$ cat src/rtl/writeback_buffer.sv
// rtl/writeback_buffer.sv - in-order result FIFO feeding the register file write port
// Merges ALU and load results, drains one per cycle, forwards pending values.
module writeback_buffer #(
  parameter int DEPTH     = 4,
  parameter int WIDTH     = 32,
  parameter int TAG_WIDTH = 5,
  localparam int PTR_W    = $clog2(DEPTH),
  localparam int CNT_W    = PTR_W + 1
) (
  input  logic                 clock,
  input  logic                 reset,
  input  logic                 alu_valid,
  output logic                 alu_ready,
  input  logic [TAG_WIDTH-1:0] alu_rd,
  input  logic [WIDTH-1:0]     alu_value,
  input  logic                 load_valid,
  output logic                 load_ready,
  input  logic [TAG_WIDTH-1:0] load_rd,
  input  logic [WIDTH-1:0]     load_value,
  output logic                 write_to_rd,
  output logic [TAG_WIDTH-1:0] rd,
  output logic [WIDTH-1:0]     rd_value,
  input  logic [TAG_WIDTH-1:0] rs1_query,
  output logic                 rs1_hit,
  output logic [WIDTH-1:0]     rs1_forward,
  input  logic [TAG_WIDTH-1:0] rs2_query,
  output logic                 rs2_hit,
  output logic [WIDTH-1:0]     rs2_forward,
  output logic [CNT_W-1:0]     occupancy
);

  logic [TAG_WIDTH-1:0] tag_q [DEPTH];
  logic [TAG_WIDTH-1:0] tag_d [DEPTH];
  logic [WIDTH-1:0]     val_q [DEPTH];
  logic [WIDTH-1:0]     val_d [DEPTH];
  logic [PTR_W-1:0]     head_q, head_d;
  logic [PTR_W-1:0]     tail_q, tail_d;
  logic [CNT_W-1:0]     count_q, count_d;

  logic                 ready;
  logic                 load_enq;
  logic                 alu_enq;
  logic                 pop;
  logic [PTR_W-1:0]     alu_slot;
  logic [PTR_W-1:0]     slot [DEPTH];

  // Two free slots are required so both sources can always be taken together.
  always_comb begin
    ready       = (count_q <= CNT_W'(DEPTH - 2)) && !reset;
    alu_ready   = ready;
    load_ready  = ready;
    load_enq    = load_valid && ready && (load_rd != '0);
    alu_enq     = alu_valid && ready && (alu_rd != '0);
    pop         = (count_q != '0) && !reset;
    write_to_rd = pop;
    rd          = (count_q != '0) ? tag_q[head_q] : '0;
    rd_value    = (count_q != '0) ? val_q[head_q] : '0;
    occupancy   = count_q;
  end

  // Load is the older result, so it takes the tail slot ahead of the ALU entry.
  always_comb begin
    tag_d    = tag_q;
    val_d    = val_q;
    alu_slot = tail_q + PTR_W'(load_enq);
    if (load_enq) begin
      tag_d[tail_q] = load_rd;
      val_d[tail_q] = load_value;
    end
    if (alu_enq) begin
      tag_d[alu_slot] = alu_rd;
      val_d[alu_slot] = alu_value;
    end
    tail_d  = tail_q + PTR_W'(load_enq) + PTR_W'(alu_enq);
    head_d  = head_q + PTR_W'(pop);
    count_d = count_q + CNT_W'(load_enq) + CNT_W'(alu_enq) - CNT_W'(pop);
  end

  always_ff @(posedge clock) begin
    if (reset) begin
      head_q  <= '0;
      tail_q  <= '0;
      count_q <= '0;
    end else begin
      head_q  <= head_d;
      tail_q  <= tail_d;
      count_q <= count_d;
    end
    tag_q <= tag_d;
    val_q <= val_d;
  end

  // Walk oldest to newest so a later match overwrites an earlier one.
  always_comb begin
    rs1_hit     = 1'b0;
    rs1_forward = '0;
    rs2_hit     = 1'b0;
    rs2_forward = '0;
    for (int i = 0; i < DEPTH; i++) begin
      slot[i] = head_q + PTR_W'(i);
    end
    for (int i = 0; i < DEPTH; i++) begin
      if (CNT_W'(i) < count_q) begin
        if ((rs1_query != '0) && (tag_q[slot[i]] == rs1_query)) begin
          rs1_hit     = 1'b1;
          rs1_forward = val_q[slot[i]];
        end
        if ((rs2_query != '0) && (tag_q[slot[i]] == rs2_query)) begin
          rs2_hit     = 1'b1;
          rs2_forward = val_q[slot[i]];
        end
      end
    end
    if (reset) begin
      rs1_hit     = 1'b0;
      rs1_forward = '0;
      rs2_hit     = 1'b0;
      rs2_forward = '0;
    end
  end

endmodule

$ cat config.mk
export PLATFORM = sky130hd
export DESIGN_NAME = writeback_buffer
export DESIGN_NICKNAME = d
export VERILOG_FILES = /design/src/rtl/writeback_buffer.sv
export SDC_FILE = /design/constraint.sdc
export NUM_CORES = 1
export LEC_CHECK = 0
export BUFFER_PORTS_ARGS = -buffer_cell sky130_fd_sc_hd__buf_2
export CAP_MARGIN = 10
export CORE_MARGIN = 8
export CORE_UTILIZATION = 30
export DETAILED_ROUTE_END_ITERATION = 16
export GPL_TIMING_DRIVEN = 0
export PLACE_DENSITY = 0.49
export SKIP_LAST_GASP = 1
export SLEW_MARGIN = 15
export SYNTH_ARGS = -nofsm -noshare
export SYNTH_HDL_FRONTEND = slang
export SYNTH_SLANG_ARGS = --single-unit
$ cat constraint.sdc
create_clock -name clock -period 4.5 [get_ports clock]
set_clock_uncertainty 0.05 [all_clocks]
set_input_delay 0.675 -clock clock [delete_from_list [all_inputs] [get_ports clock]]
set_output_delay 0.675 -clock clock [all_outputs]
set_load 0.005 [all_outputs]
Word level (Yosys, flattened, before mapping)
Cells that the tools add are included.
Widths: inputs -> output; s select.
{ "word_totals": {"regBits": 155, "inputBits": 88, "output_inout_bits": 109, "elab_cells": 147} }
{ "op_classes": {"addsub": 9, "magnitude_cmp": 13, "eq_ne": 8, "mux": 78, "n_bitwise": 6, "n_reduce_logical": 22} }
{ "op_table": {"columns": ["operator", "n"], "rows": [
  ["$mux 32", 29],
  ["$bmux 32 s2", 4],
  ["$bwmux 128", 2],
  ["$mux 128", 2],
  ["$demux 32 s2", 2],
  ["$mux 5", 11],
  ["$bmux 5 s2", 4],
  ["$bwmux 20", 2],
  ["$eq 5x5->1", 8],
  ["$mux 20", 2],
  ["$demux 5 s2", 2],
  ["$reduce_bool 5->1", 4],
  ["$ge 3x3->1 const B", 6],
  ["$mux 1", 18],
  ["$not 2->3", 6],
  ["$logic_and 1x1->1", 16],
  ["$add 2x1->2", 3],
  ["$add 3x1->3", 2],
  ["$lt 1x3->1 const A", 2],
  ["$lt 2x3->1 const A", 2],
  ["$lt 3x1->1 const B", 2],
  ["$add 2x2->2 const B", 2],
  ["$le 3x2->1 const B", 1],
  ["$reduce_bool 3->1", 1],
  ["other kinds (3)", 3]
]} }

Longest topological paths before layout
Gate-level depths: netlist of run 1.
{ "depth": {"ltp_word": 15, "ltp_mapped": 12, "ltp_nobuf": 12} }

Worst setup path after synthesis of run 1
OpenSTA, ideal clock, no wires.
{ "synth_timing": {"path_type": "in2out", "startpoint": "input port rs2_query[1]", "endpoint": "output port rs2_forward[14]", "t_arrival_ns": 2.751, "required_ns": 3.775, "slack_ns": 1.024, "stages": 11, "n_path_buf": 4, "path_cell_list": "clkbuf_1 > nor4_1 > a211o_1 > a21oi_1 > and4b_1 > clkbuf_1 > or2_1 > buf_2 > buf_2 > o21ai_0 > a32o_1"} }
{ "synth_via": {"elab_chain_len": 11, "word_cells_on_any_way": 18, "classes_between": "eq/ne (4); mux (9); reduce/logical (5)"} }
{ "synth_rtl": {"columns": ["element", "line_no", "source"], "rows": [
  ["start: declaration", "26", "input logic [TAG_WIDTH-1:0] rs2_query,"],
  ["$eq 5x5->1 / $reduce_bool 5->1 (equally long branches)", "108", "if ((rs2_query != '0) && (tag_q[slot[i]] == rs2_query)) begin"],
  ["$logic_and 1x1->1", "108", null],
  ["$mux 32", "108", null],
  ["$mux 32", "103", "if (CNT_W'(i) < count_q) begin"],
  ["$mux 32", "108", null],
  ["$mux 32", "103", null],
  ["$mux 32", "108", null],
  ["$mux 32", "103", null],
  ["$mux 32", "108", null],
  ["$mux 32 (*)", "103", null],
  ["$mux 32 (*)", "114", "if (reset) begin"],
  ["end: declaration", "28", "output logic [WIDTH-1:0] rs2_forward,"]
]} }
Mark *: on every way between the ends. The rest lies on a longest branch, timed or not.

Worst setup path after layout of run 1
{ "layout_timing": {"startpoint": "register head_q[0]", "endpoint": "output port rs1_forward[30]"} }
{ "layout_via": {"elab_chain_len": 15, "word_cells_on_any_way": 48, "classes_between": "add/sub (3); eq/ne (4); mux (33); bitwise (4); reduce/logical (4)"} }
{ "layout_rtl": {"columns": ["element", "line_no", "source"], "rows": [
  ["start: declaration", "36", "logic [PTR_W-1:0] head_q, head_d;"],
  ["start signal: assignment", "81", "head_q <= '0;"],
  ["start signal: assignment", "85", "head_q <= head_d;"],
  ["branches (longest 13 deep; another with $add 2x1->2)", null, null],
  ["$mux 32 (*)", "103", null],
  ["$mux 32 (*)", "114", null],
  ["end: declaration", "25", "output logic [WIDTH-1:0] rs1_forward,"]
]} }
Mark *: on every way between the ends. The select of a mux whose other input is x is not followed.

==> impl_metrics.sql, run 1 <==
INSERT INTO impl_metrics (metric_group, metric, value, unit) VALUES
('outcome', 'status', 'completed', ''),
('synthesis', 'netlist-cell-type-count', '57', ''),
('synthesis', 'asyncSetResetFlopFracSynth', '0', '%'),
('synthesis', 'multiplexer_fraction_of_the_synthesized_cell_area', '33.1', '%'),
('cts', 'cts-hold-fix-buffers', '0', ''),
('synthesis', 'synthXorXnorAreaFrac', '2.55', '%'),
('critical_path', 'critical_path.top_delay_family', 'buffers and inverters', ''),
('synthesis', 'synth-seq-area-share', '25.1', '%'),
('min_path', 'worstHoldStart', 'alu_value[3]', ''),
('sta', 'clock.fmax', '0.227', 'GHz'),
('final_layout', 'final_nets', '1778', ''),
('synthesis', 'synth_top_family_by_area', 'multiplexers', ''),
('drt', 'route.antenna.remaining_nets', '0', ''),
('cts', 'max-clock-path-buffers', '2', ''),
('final_layout', 'design_area', '15000', 'um2'),
('sta', 'final_min_period_over_clock_period', '97.8', '%'),
('sta', 'postLayoutSetupSlackWorst', '101', 'ps'),
('final_layout', 'layout_common_cells', '294 x sky130_fd_sc_hd__nand2_1, 224 x sky130_fd_sc_hd__o21ai_0, 211 x sky130_fd_sc_hd__buf_2', ''),
('critical_path', 'slowest_delay', '570', 'ps'),
('floorplan', 'die_x', '219', 'um'),
('floorplan', 'floorplan.die_area', '48000', 'um2'),
('grt', 'grt_start_max_net_pins', '17', ''),
('drt', 'viasPerCell', '5.88', ''),
('synthesis', 'synth-adder-area-share', '0.931', '%'),
('floorplan', 'design.core.area', '40700', 'um2'),
('synthesis', 'synth-simple-area-share', '14.5', '%'),
('drt', 'drt-wirelength-per-cell', '26.6', 'um'),
('sta', 'final_period_minus_worst_setup_slack', '4400', 'ps'),
('cts', 'path_clk_slew', '80', 'ps'),
('grt', 'first_global_vias', '12792', ''),
('synthesis', 'syn_nets', '1570', ''),
('drt', 'dr_total_vias', '13114', ''),
('grt', 'antenna_found_initial', '1', ''),
('cts', 'clkSinkCount', '155', ''),
('placement', 'postPlaceCellArea', '14000', 'um2'),
('final_layout', 'drive_gt1_share', '25.7', '%'),
('grt', 'groute.usage.overall', '24.0', '%'),
('critical_path', 'worstSetupStartpointType', 'flop', ''),
('floorplan', 'dieHeight', '219', 'um'),
('critical_path', 'cp_max_fo', '10', ''),
('synthesis', 'warning_count_from_the_yosys_run', '0', ''),
('synthesis', 'combined_area_of_all_synthesized_cells', '12400', 'um2'),
('cts', 'clockRootBuffer', 'sky130_fd_sc_hd__clkbuf_16', ''),
('drt', 'total_detailed_routing_wirelength', '59300', 'um'),
('synthesis', 'top_post_synthesis_cells_by_area', 'sky130_fd_sc_hd__dfxtp_1 25%, sky130_fd_sc_hd__mux2i_1 16%, sky130_fd_sc_hd__mux4_2 14%', ''),
('critical_path', 'timing.critical_path.required', '3770', 'ps'),
('critical_path', 'critical_path.reg2reg.startpoint', 'occupancy[2]', ''),
('final_layout', 'syn2layout_area_growth', '21.0', '%'),
('critical_path', 'crit_path_start', 'head_q[0]', ''),
('placement', 'numPortBuffers', '186', ''),
('flow_run', 'max_cap_viol_count', '0', ''),
('drt', 'drtPass1Iterations', '5', ''),
('grt', 'grt-ovfl-total', '0', ''),
('placement', 'pre_cts_ws', '43.4', 'ps'),
('critical_path', 'type_of_the_worst_setup_path', 'flop to output pin', ''),
('sta', 'slew_violations', '0', ''),
('cts', 'cts_tree', 'built', ''),
('placement', 'globalplace.congestion', '0.929', ''),
('critical_path', 'timing.critical_path.depth', '10', ''),
('sta', 'tightestPinTransition', '1050', 'ps'),
('cts', 'ctsHtreeMaxLevel', '4', ''),
('floorplan', 'initial_utilization', '30.3', '%'),
('critical_path', 'worst-r2r-setup-slack', '520', 'ps'),
('min_path', 'hold_critical_path_depth', '3', ''),
('critical_path', 'worstPathCellList', 'buf_6 > buf_6 > mux4_2 > xnor2_1 > nand2_1 > or4b_1 > a2111o_1 > buf_6 > o221ai_1 > buf_2', ''),
('final_layout', 'layout.filler_cells', '4281', ''),
('synthesis', 'synthFlopType', 'sky130_fd_sc_hd__dfxtp_1', ''),
('drt', 'drt-initial-drc-count', '1543', ''),
('critical_path', 'worst-endpoint-arrival', '3670', 'ps'),
('synthesis', 'netlist.area_leader.share', '25.1', '%'),
('critical_path', 'type_of_element_capturing_the_critical_path', 'output pin', '');
repair_timing:
| item | in CTS | in global routing |
|---|---|---|
| resized for setup | 66 | 32 |
| setup buffers | 0 | 6 |
| pin swaps | 1 | 7 |
| endpoints found under the setup margin | 65 | 64 |
metrics by stage:
stage	instances	hold slack, ps	utilization [%]	TNS (ps)
6_report	2229	418	36.7	0
3_5_place_dp	2192	501	34.3	0
5_1_grt	2227	416	36.7	-88.1
3_3_place_gp	2192	494	34.3	0
4_1_cts	2222	398	36.4	-9.23
2_1_floorplan	1474	463	-	0
cells by family (layout without fill, tap and decap cells):
family / count (synthesis) / after routing
simple gates: 422 / 422
compound gates: 392 / 392
mux: 307 / 307
flops: 155 / 155
buf+inv: 154 / 375
xor+xnor: 36 / 36
fa+ha+maj: 8 / 8
other cells: 0 / 2
power by group:
part | total, uW | switching [uW] | internal (uW) | leakage, uW
clock | 1720 | 648 | 1080 | 0.000339
combinational | 5250 | 2980 | 2270 | 0.00397
sequential | 2740 | 703 | 2040 | 0.00129
synthesized netlist by cell type, types with 4 or more instances:
master and n:
sky130_fd_sc_hd__inv_1 10, sky130_fd_sc_hd__nor3b_1 5, sky130_fd_sc_hd__clkbuf_1 86, sky130_fd_sc_hd__dfxtp_1 155
sky130_fd_sc_hd__a32o_1 28, sky130_fd_sc_hd__a2bb2oi_1 5, sky130_fd_sc_hd__a21oi_1 72, sky130_fd_sc_hd__mux4_2 78
sky130_fd_sc_hd__buf_1 19, sky130_fd_sc_hd__nor2b_1 15, sky130_fd_sc_hd__ha_1 6, sky130_fd_sc_hd__xnor2_1 28
sky130_fd_sc_hd__o21ai_0 229, sky130_fd_sc_hd__mux2_2 30, sky130_fd_sc_hd__o221ai_1 25, sky130_fd_sc_hd__nand2_1 295
sky130_fd_sc_hd__buf_2 31, sky130_fd_sc_hd__buf_4 4, sky130_fd_sc_hd__nor3_1 32, sky130_fd_sc_hd__nand2b_1 4
sky130_fd_sc_hd__xor2_1 8, sky130_fd_sc_hd__nor2_1 46, sky130_fd_sc_hd__o21ai_1 8, sky130_fd_sc_hd__a211oi_1 6
sky130_fd_sc_hd__mux2i_1 198
metal layers:
metal	global-route usage, %	vias up	wire (um)
met3	4.90	107	4910
li1	-	5821	-
met1	31.5	6472	25200
met5	0	-	0
met2	38.1	714	26900
met4	10.1	0	2330
state kept, by name, summed over array words and instances, names as in the netlist:
signal / flops
occupancy: 3
val_q: 128
tail_q: 2
tag_q: 20
head_q: 2
final cells by class:
cell class	instances	area (um2)	share of cell area [%]
buffer	140	727	4.86
clock inverter	13	234	1.56
multi-input combinational	1165	8750	58.5
antenna	2	5.00	0.0335
sequential	155	3100	20.7
clock buffer	19	453	3.03
tap	532	666	4.45
timing repair buffer	192	976	6.53
inverter	11	41.3	0.276
worst paths after layout:
kind	to
setup / recovery	rs1_forward[30]
setup reg to reg	val_q[114]
hold / removal	val_q[99]
hold reg to reg	val_q[111]
worst register-to-register path: stages, from the launching register on:
cell and delay [ps]:
sky130_fd_sc_hd__dfxtp_1 400, sky130_fd_sc_hd__inv_1 120, sky130_fd_sc_hd__ha_1 310, sky130_fd_sc_hd__a21oi_1 320
sky130_fd_sc_hd__a21oi_1 190, sky130_fd_sc_hd__o211a_1 230, sky130_fd_sc_hd__ha_1 230, sky130_fd_sc_hd__xor2_1 180
sky130_fd_sc_hd__nor3_1 210, sky130_fd_sc_hd__clkbuf_1 650, sky130_fd_sc_hd__clkbuf_1 710, sky130_fd_sc_hd__o21ai_0 220
No activity file was read; power rests on OpenSTA's default activity.
==> run 2: changes to the inputs <==
- CAP_MARGIN: 10 -> not set
- CTS_BUF_LIST: not set -> sky130_fd_sc_hd__clkbuf_8
- SLEW_MARGIN: 15 -> not set
==> impl_metrics.sql, run 2 (synthesis results as in run 1) <==
INSERT INTO impl_metrics (metric_group, metric, value, unit) VALUES
('outcome', 'status', 'completed', ''),
('critical_path', 'type_of_the_worst_setup_path', 'flop to output pin', ''),
('floorplan', 'design.core.area', '40700', 'um2'),
('drt', 'route.antenna.remaining_nets', '0', ''),
('placement', 'hpwl', '43000', 'um'),
('critical_path', 'regToRegEndpoint', 'val_q[114]', ''),
('cts', 'max-clock-path-buffers', '2', ''),
('cts', 'ctsHtreeMaxLevel', '4', ''),
('min_path', 'worstHoldStart', 'alu_value[5]', ''),
('floorplan', 'floorplan.die_area', '48000', 'um2'),
('sta', 'clock.fmax', '0.223', 'GHz'),
('cts', 'clkSinkCount', '155', ''),
('critical_path', 'worst-r2r-setup-slack', '510', 'ps'),
('sta', 'setup-violations-final', '0', ''),
('floorplan', 'floorplan.rows', '74', ''),
('min_path', 'hold_path.class', 'primary input to flop', ''),
('power_and_ir_drop', 'post-layout-total-power', '9400', 'uW'),
('drt', 'drtPass1Iterations', '6', ''),
('grt', 'grt-ovfl-total', '0', ''),
('grt', 'first_global_vias', '12849', ''),
('critical_path', 'critical_path.reg2reg.startpoint', 'occupancy[2]', ''),
('critical_path', 'crit_top_cell', 'sky130_fd_sc_hd__buf_6', ''),
('final_layout', 'drive_gt1_share', '26.4', '%'),
('critical_path', 'timing.critical_path.required', '3770', 'ps'),
('power_and_ir_drop', 'power.density_cell_area', '633', 'nW/um2'),
('critical_path', 'worstSetupStartpointType', 'flop', ''),
('critical_path', 'worst-endpoint-arrival', '3770', 'ps'),
('drt', 'dr_total_vias', '13161', ''),
('final_layout', 'layout.filler_cells', '4287', ''),
('drt', 'viasPerCell', '5.89', ''),
('sta', 'tightestPinTransition', '1040', 'ps'),
('placement', 'postPlaceCellArea', '14000', 'um2'),
('grt', 'antenna_found_initial', '2', ''),
('grt', 'groute.usage.overall', '24.0', '%'),
('grt', 'grt_start_max_net_pins', '17', ''),
('final_layout', 'design_area', '14900', 'um2'),
('final_layout', 'largest_reg_flops', '128', ''),
('critical_path', 'worstPathCellList', 'buf_6 > buf_12 > mux4_2 > xnor2_1 > nand2_1 > or4b_1 > a2111o_1 > buf_6 > o221ai_1 > buf_2', ''),
('flow_run', 'max_cap_viol_count', '0', ''),
('cts', 'clockRootBuffer', 'sky130_fd_sc_hd__clkbuf_8', ''),
('sta', 'slew_violations', '0', ''),
('floorplan', 'initial_utilization', '30.3', '%'),
('sta', 'whs', '355', 'ps'),
('final_layout', 'syn2layout_area_growth', '20.1', '%'),
('drt', 'drt-wirelength-per-cell', '26.6', 'um'),
('final_layout', 'area_used_by_multi_input_combinational_logic', '8780', 'um2'),
('placement', 'numPortBuffers', '186', ''),
('critical_path', 'slowest_delay', '540', 'ps'),
('final_layout', 'most_common_cell_after_layout_fill_and_taps_aside', 'sky130_fd_sc_hd__nand2_1', ''),
('placement', 'pre_cts_ws', '43.4', 'ps'),
('placement', 'globalplace.congestion', '0.929', ''),
('power_and_ir_drop', 'worst_ir_drop_vdd', '0.329', 'mV'),
('final_layout', 'regMostFlops', 'val_q', ''),
('sta', 'timing.max_slew.rel_slack', '30.5', '%'),
('cts', 'numCtsBuffers', '17', ''),
('critical_path', 'type_of_element_capturing_the_critical_path', 'output pin', ''),
('sta', 'final_period_minus_worst_setup_slack', '4490', 'ps'),
('critical_path', 'cp_max_fo', '10', ''),
('sta', 'report.final.hold_viol_count', '0', ''),
('critical_path', 'worst_path_max_delay_cell', 'sky130_fd_sc_hd__mux4_2', ''),
('final_layout', 'layout_common_cells', '294 x sky130_fd_sc_hd__nand2_1, 224 x sky130_fd_sc_hd__o21ai_0, 209 x sky130_fd_sc_hd__buf_2', ''),
('final_layout', 'final_nets', '1781', ''),
('floorplan', 'dieHeight', '219', 'um'),
('sta', 'postLayoutSetupSlackWorst', '9.94', 'ps'),
('critical_path', 'rr_worst_depth', '11', ''),
('sta', 'final_min_period_over_clock_period', '99.8', '%'),
('final_layout', 'sequential_cell_area', '3100', 'um2'),
('min_path', 'worst_hold_path.endpoint', 'val_q[37]', ''),
('floorplan', 'die_x', '219', 'um'),
('drt', 'drt-initial-drc-count', '1545', ''),
('cts', 'clock_latency', '500', 'ps'),
('drt', 'detail_route.drc_violations', '0', ''),
('min_path', 'hold_critical_path_depth', '3', ''),
('sta', 'setup-tns-final', '0', 'ps'),
('cts', 'path_clk_slew', '100', 'ps'),
('cts', 'cts-hold-fix-buffers', '0', ''),
('drt', 'total_detailed_routing_wirelength', '59400', 'um'),
('grt', 'grt_pass1_wl', '86000', 'um'),
('floorplan', 'io_pins', '197', ''),
('power_and_ir_drop', 'cellLeakagePower', '0.00556', 'uW'),
('cts', 'cts_tree', 'built', '');
## run 2: timing repair
action | CTS | global route
pin swaps | 3 | 3
buffers inserted | 3 | 6
endpoints found under the setup margin | 65 | 64
gates resized for setup | 74 | 37
## run 2: final cells by class
cell class,instances,area share (%)
Clock buffer,19,1.76
Inverter,11,0.278
Antenna cell,3,0.0506
Clock inverter,13,1.58
Sequential cell,155,20.9
Tap cell,532,4.48
Multi-Input combinational cell,1165,59.2
Timing Repair Buffer,195,6.72
Buffer,140,5.07
## run 2: worst max-delay path: cells and delay by family, from the launching register on
family / cells / cell delay (ps)
DFF: 1 / 350
buffers and inverters: 4 / 690
muxes: 1 / 540
and+or+nand+nor: 2 / 640
xor gates and xnor gates: 1 / 170
AOI/OAI and AO/OA: 2 / 840
## run 2: how the worst max path moves through the flow
stage,from,end,slack (ps)
2_1_floorplan,rs2_query[1],rs2_forward[14],1020
3_3_place_gp,head_q[0],rs2_forward[6],70
3_5_place_dp,head_q[0],rs2_forward[6],40
5_1_grt,head_q[0],rs1_forward[24],-7
6_report,head_q[0],rs1_forward[30],10
4_1_cts,head_q[0],rs2_forward[6],-30
## run 2: through the flow
stage	instances	util, %
floorplan	1474	-
global placement	2192	34.3
detailed placement	2192	34.3
CTS	2224	36.0
global route	2231	36.4
finish	2233	36.5
## run 2: per-layer routing
layer	global-route usage (%)	part of all wire, %
met5	0	0
met4	9.85	3.6
met3	5.00	8.9
met2	38.2	45
met1	31.4	42
## run 2: power by group
part | leakage, uW | switching, uW | internal [uW]
clock | 0.000251 | 607 | 751
sequential | 0.00129 | 706 | 2030
combinational | 0.00402 | 2990 | 2310
==> run 3: changes to the inputs <==
- PLACE_DENSITY: 0.49 -> not set
- PLACE_DENSITY_LB_ADDON: not set -> 0.1
==> impl_metrics.sql, run 3 (synthesis results as in run 1) <==
INSERT INTO impl_metrics (metric_group, metric, value, unit) VALUES
('outcome', 'status', 'completed', ''),
('power_and_ir_drop', 'cellLeakagePower', '0.00558', 'uW'),
('final_layout', 'layout_common_cells', '293 x sky130_fd_sc_hd__nand2_1, 224 x sky130_fd_sc_hd__o21ai_0, 208 x sky130_fd_sc_hd__buf_2', ''),
('placement', 'hpwl', '44200', 'um'),
('power_and_ir_drop', 'worst_ir_drop_vdd', '0.251', 'mV'),
('cts', 'cts_tree', 'built', ''),
('cts', 'clkSinkCount', '155', ''),
('grt', 'use_met2', '39.3', '%'),
('drt', 'viasPerCell', '5.90', ''),
('drt', 'drt-initial-drc-count', '1341', ''),
('grt', 'grt-ovfl-total', '0', ''),
('sta', 'unrepaired_setup_endpoints_after_global_routing', 'yes', ''),
('placement', 'dp_cells', '2192', ''),
('placement', 'pre_cts_ws', '-49.8', 'ps'),
('critical_path', 'type_of_the_worst_setup_path', 'flop to output pin', ''),
('final_layout', 'final_core_utilization', '36.6', '%'),
('grt', 'top_usage_layer', 'met2', ''),
('drt', 'total_detailed_routing_wirelength', '62100', 'um'),
('sta', 'timing.max_slew.rel_slack', '20.0', '%'),
('critical_path', 'crit_path_start', 'head_q[0]', ''),
('power_and_ir_drop', 'post-layout-total-power', '9360', 'uW'),
('power_and_ir_drop', 'swShare', '47.7', '%'),
('sta', 'postLayoutSetupSlackWorst', '69.0', 'ps'),
('power_and_ir_drop', 'power.density_cell_area', '628', 'nW/um2'),
('drt', 'drt-wirelength-per-cell', '27.8', 'um'),
('critical_path', 'worstSetupStartpointType', 'flop', ''),
('final_layout', 'regMostFlops', 'val_q', ''),
('cts', 'ctsHtreeMaxLevel', '4', ''),
('critical_path', 'cp_max_fo', '7', ''),
('final_layout', 'design_area', '14900', 'um2'),
('critical_path', 'critical_path.top_delay_family', 'compound AO/OA/AOI/OAI gates', ''),
('min_path', 'worstHoldStart', 'alu_value[18]', ''),
('cts', 'numCtsBuffers', '17', ''),
('critical_path', 'type_of_element_capturing_the_critical_path', 'output pin', ''),
('cts', 'cts-hold-fix-buffers', '0', ''),
('critical_path', 'worst_path_max_delay_cell', 'sky130_fd_sc_hd__mux4_2', ''),
('drt', 'dr_total_vias', '13201', ''),
('cts', 'path_clk_slew', '110', 'ps'),
('floorplan', 'io_pins', '197', ''),
('critical_path', 'worst-endpoint-arrival', '3710', 'ps'),
('grt', 'grt_start_max_net_pins', '17', ''),
('final_layout', 'instances_no_fill', '2238', ''),
('critical_path', 'critical_path.reg2reg.startpoint', 'occupancy[1]', ''),
('sta', 'final_period_minus_worst_setup_slack', '4430', 'ps'),
('final_layout', 'drive_gt1_share', '27.4', '%'),
('grt', 'antenna_found_initial', '0', ''),
('power_and_ir_drop', 'power.internal', '4890', 'uW'),
('sta', 'report.final.hold_viol_count', '0', ''),
('placement', 'numPortBuffers', '186', ''),
('cts', 'max-clock-path-buffers', '2', ''),
('critical_path', 'worstPathCellList', 'buf_8 > buf_12 > mux4_2 > xnor2_2 > nand2_2 > or4b_1 > a2111o_1 > buf_6 > a2bb2oi_1 > o21ai_1 > buf_2', ''),
('cts', 'clockRootBuffer', 'sky130_fd_sc_hd__clkbuf_8', ''),
('final_layout', 'syn2layout_area_growth', '20.7', '%'),
('floorplan', 'die_x', '219', 'um'),
('cts', 'clock_latency', '510', 'ps'),
('sta', 'final_min_period_over_clock_period', '98.5', '%'),
('floorplan', 'floorplan.rows', '74', ''),
('placement', 'postPlaceCellArea', '14000', 'um2'),
('drt', 'route.antenna.remaining_nets', '0', ''),
('sta', 'slew_violations', '0', ''),
('critical_path', 'crit_buf_inv', '4', ''),
('grt', 'gr_util_met1', '33.6', '%'),
('sta', 'clock.fmax', '0.226', 'GHz'),
('final_layout', 'antenna_cells_inserted', '0', ''),
('flow_run', 'max_cap_viol_count', '0', ''),
('power_and_ir_drop', 'comb_power_share', '58.5', '%'),
('critical_path', 'slowest_delay', '550', 'ps'),
('floorplan', 'design.core.area', '40700', 'um2'),
('grt', 'grt_pass1_wl', '87800', 'um'),
('critical_path', 'timing.critical_path.required', '3770', 'ps'),
('placement', 'globalplace.congestion', '0.894', ''),
('power_and_ir_drop', 'power.sequential.fraction', '29.3', '%'),
('grt', 'first_global_vias', '12570', ''),
('floorplan', 'floorplan.die_area', '48000', 'um2'),
('power_and_ir_drop', 'power.net_switching', '4470', 'uW'),
('sta', 'tightestPinTransition', '1200', 'ps'),
('grt', 'groute.layer.met3.usage', '5.14', '%'),
('floorplan', 'initial_utilization', '30.3', '%'),
('drt', 'detail_route.drc_violations', '0', ''),
('drt', 'drtPass1Iterations', '5', ''),
('min_path', 'hold_path.class', 'primary input to flop', ''),
('final_layout', 'most_common_cell_after_layout_fill_and_taps_aside', 'sky130_fd_sc_hd__nand2_1', ''),
('final_layout', 'largest_reg_flops', '128', ''),
('power_and_ir_drop', 'clock_power_share', '12.1', '%'),
('grt', 'groute.usage.overall', '25.1', '%'),
('floorplan', 'dieHeight', '219', 'um'),
('final_layout', 'final_nets', '1789', ''),
('sta', 'setup-violations-final', '0', '');
==> run 3: metrics by stage <==
stage | hold WS [ps] | setup TNS [ps]
floorplan | 463 | 0
global placement | 499 | -101
detailed placement | 508 | -178
CTS | 329 | 0
global route | 335 | -45.8
finish | 347 | 0
==> run 3: timing repair <==
| action | 4_1_cts | 5_1_grt |
|---|---|---|
| setup buffers | 5 | 9 |
| pin swaps | 4 | 5 |
| resized for setup | 91 | 57 |
| endpoints found under the setup margin | 65 | 74 |
| cloned | 1 | 2 |
==> run 3: worst paths after layout <==
check / end / slack, ps / cells past startpoint
max: rs1_forward[23] / 70 / 11
min reg2reg: val_q[111] / 520 / 2
min: val_q[114] / 350 / 3
max reg2reg: tag_q[2] / 270 / 11
==> run 3: final cells by class <==
| class | instances | area [um2] |
|---|---|---|
| multi-input combinational | 1166 | 8870 |
| clock inverter | 11 | 109 |
| inverter | 11 | 41.3 |
| fill | 4368 | 25800 |
| clock buffer | 21 | 289 |
| tap | 532 | 666 |
| timing repair buffer | 202 | 1070 |
| buffer | 140 | 772 |
| sequential | 155 | 3100 |
==> run 3: power groups by stage <==
stage	registers [uW]	logic, uW	clock network (uW)
after floorplan	2470	3550	0
after global placement	2710	5060	0
after detailed placement	2730	5120	0
after CTS	2710	5270	1160
after global routing	2830	5880	1210
final	2750	5480	1140
==> run 3: tightest hold or removal path, stage by stage <==
cell and delay [ps]:
sky130_fd_sc_hd__buf_2 120, sky130_fd_sc_hd__nand2_1 50, sky130_fd_sc_hd__o21ai_0 60
==> run 3: per-layer routing <==
layer | vias to the layer above | part of all wire (%)
met5 | - | 0
met4 | 0 | 3.4
met3 | 98 | 7.6
met2 | 668 | 46
met1 | 6585 | 43
li1 | 5850 | -
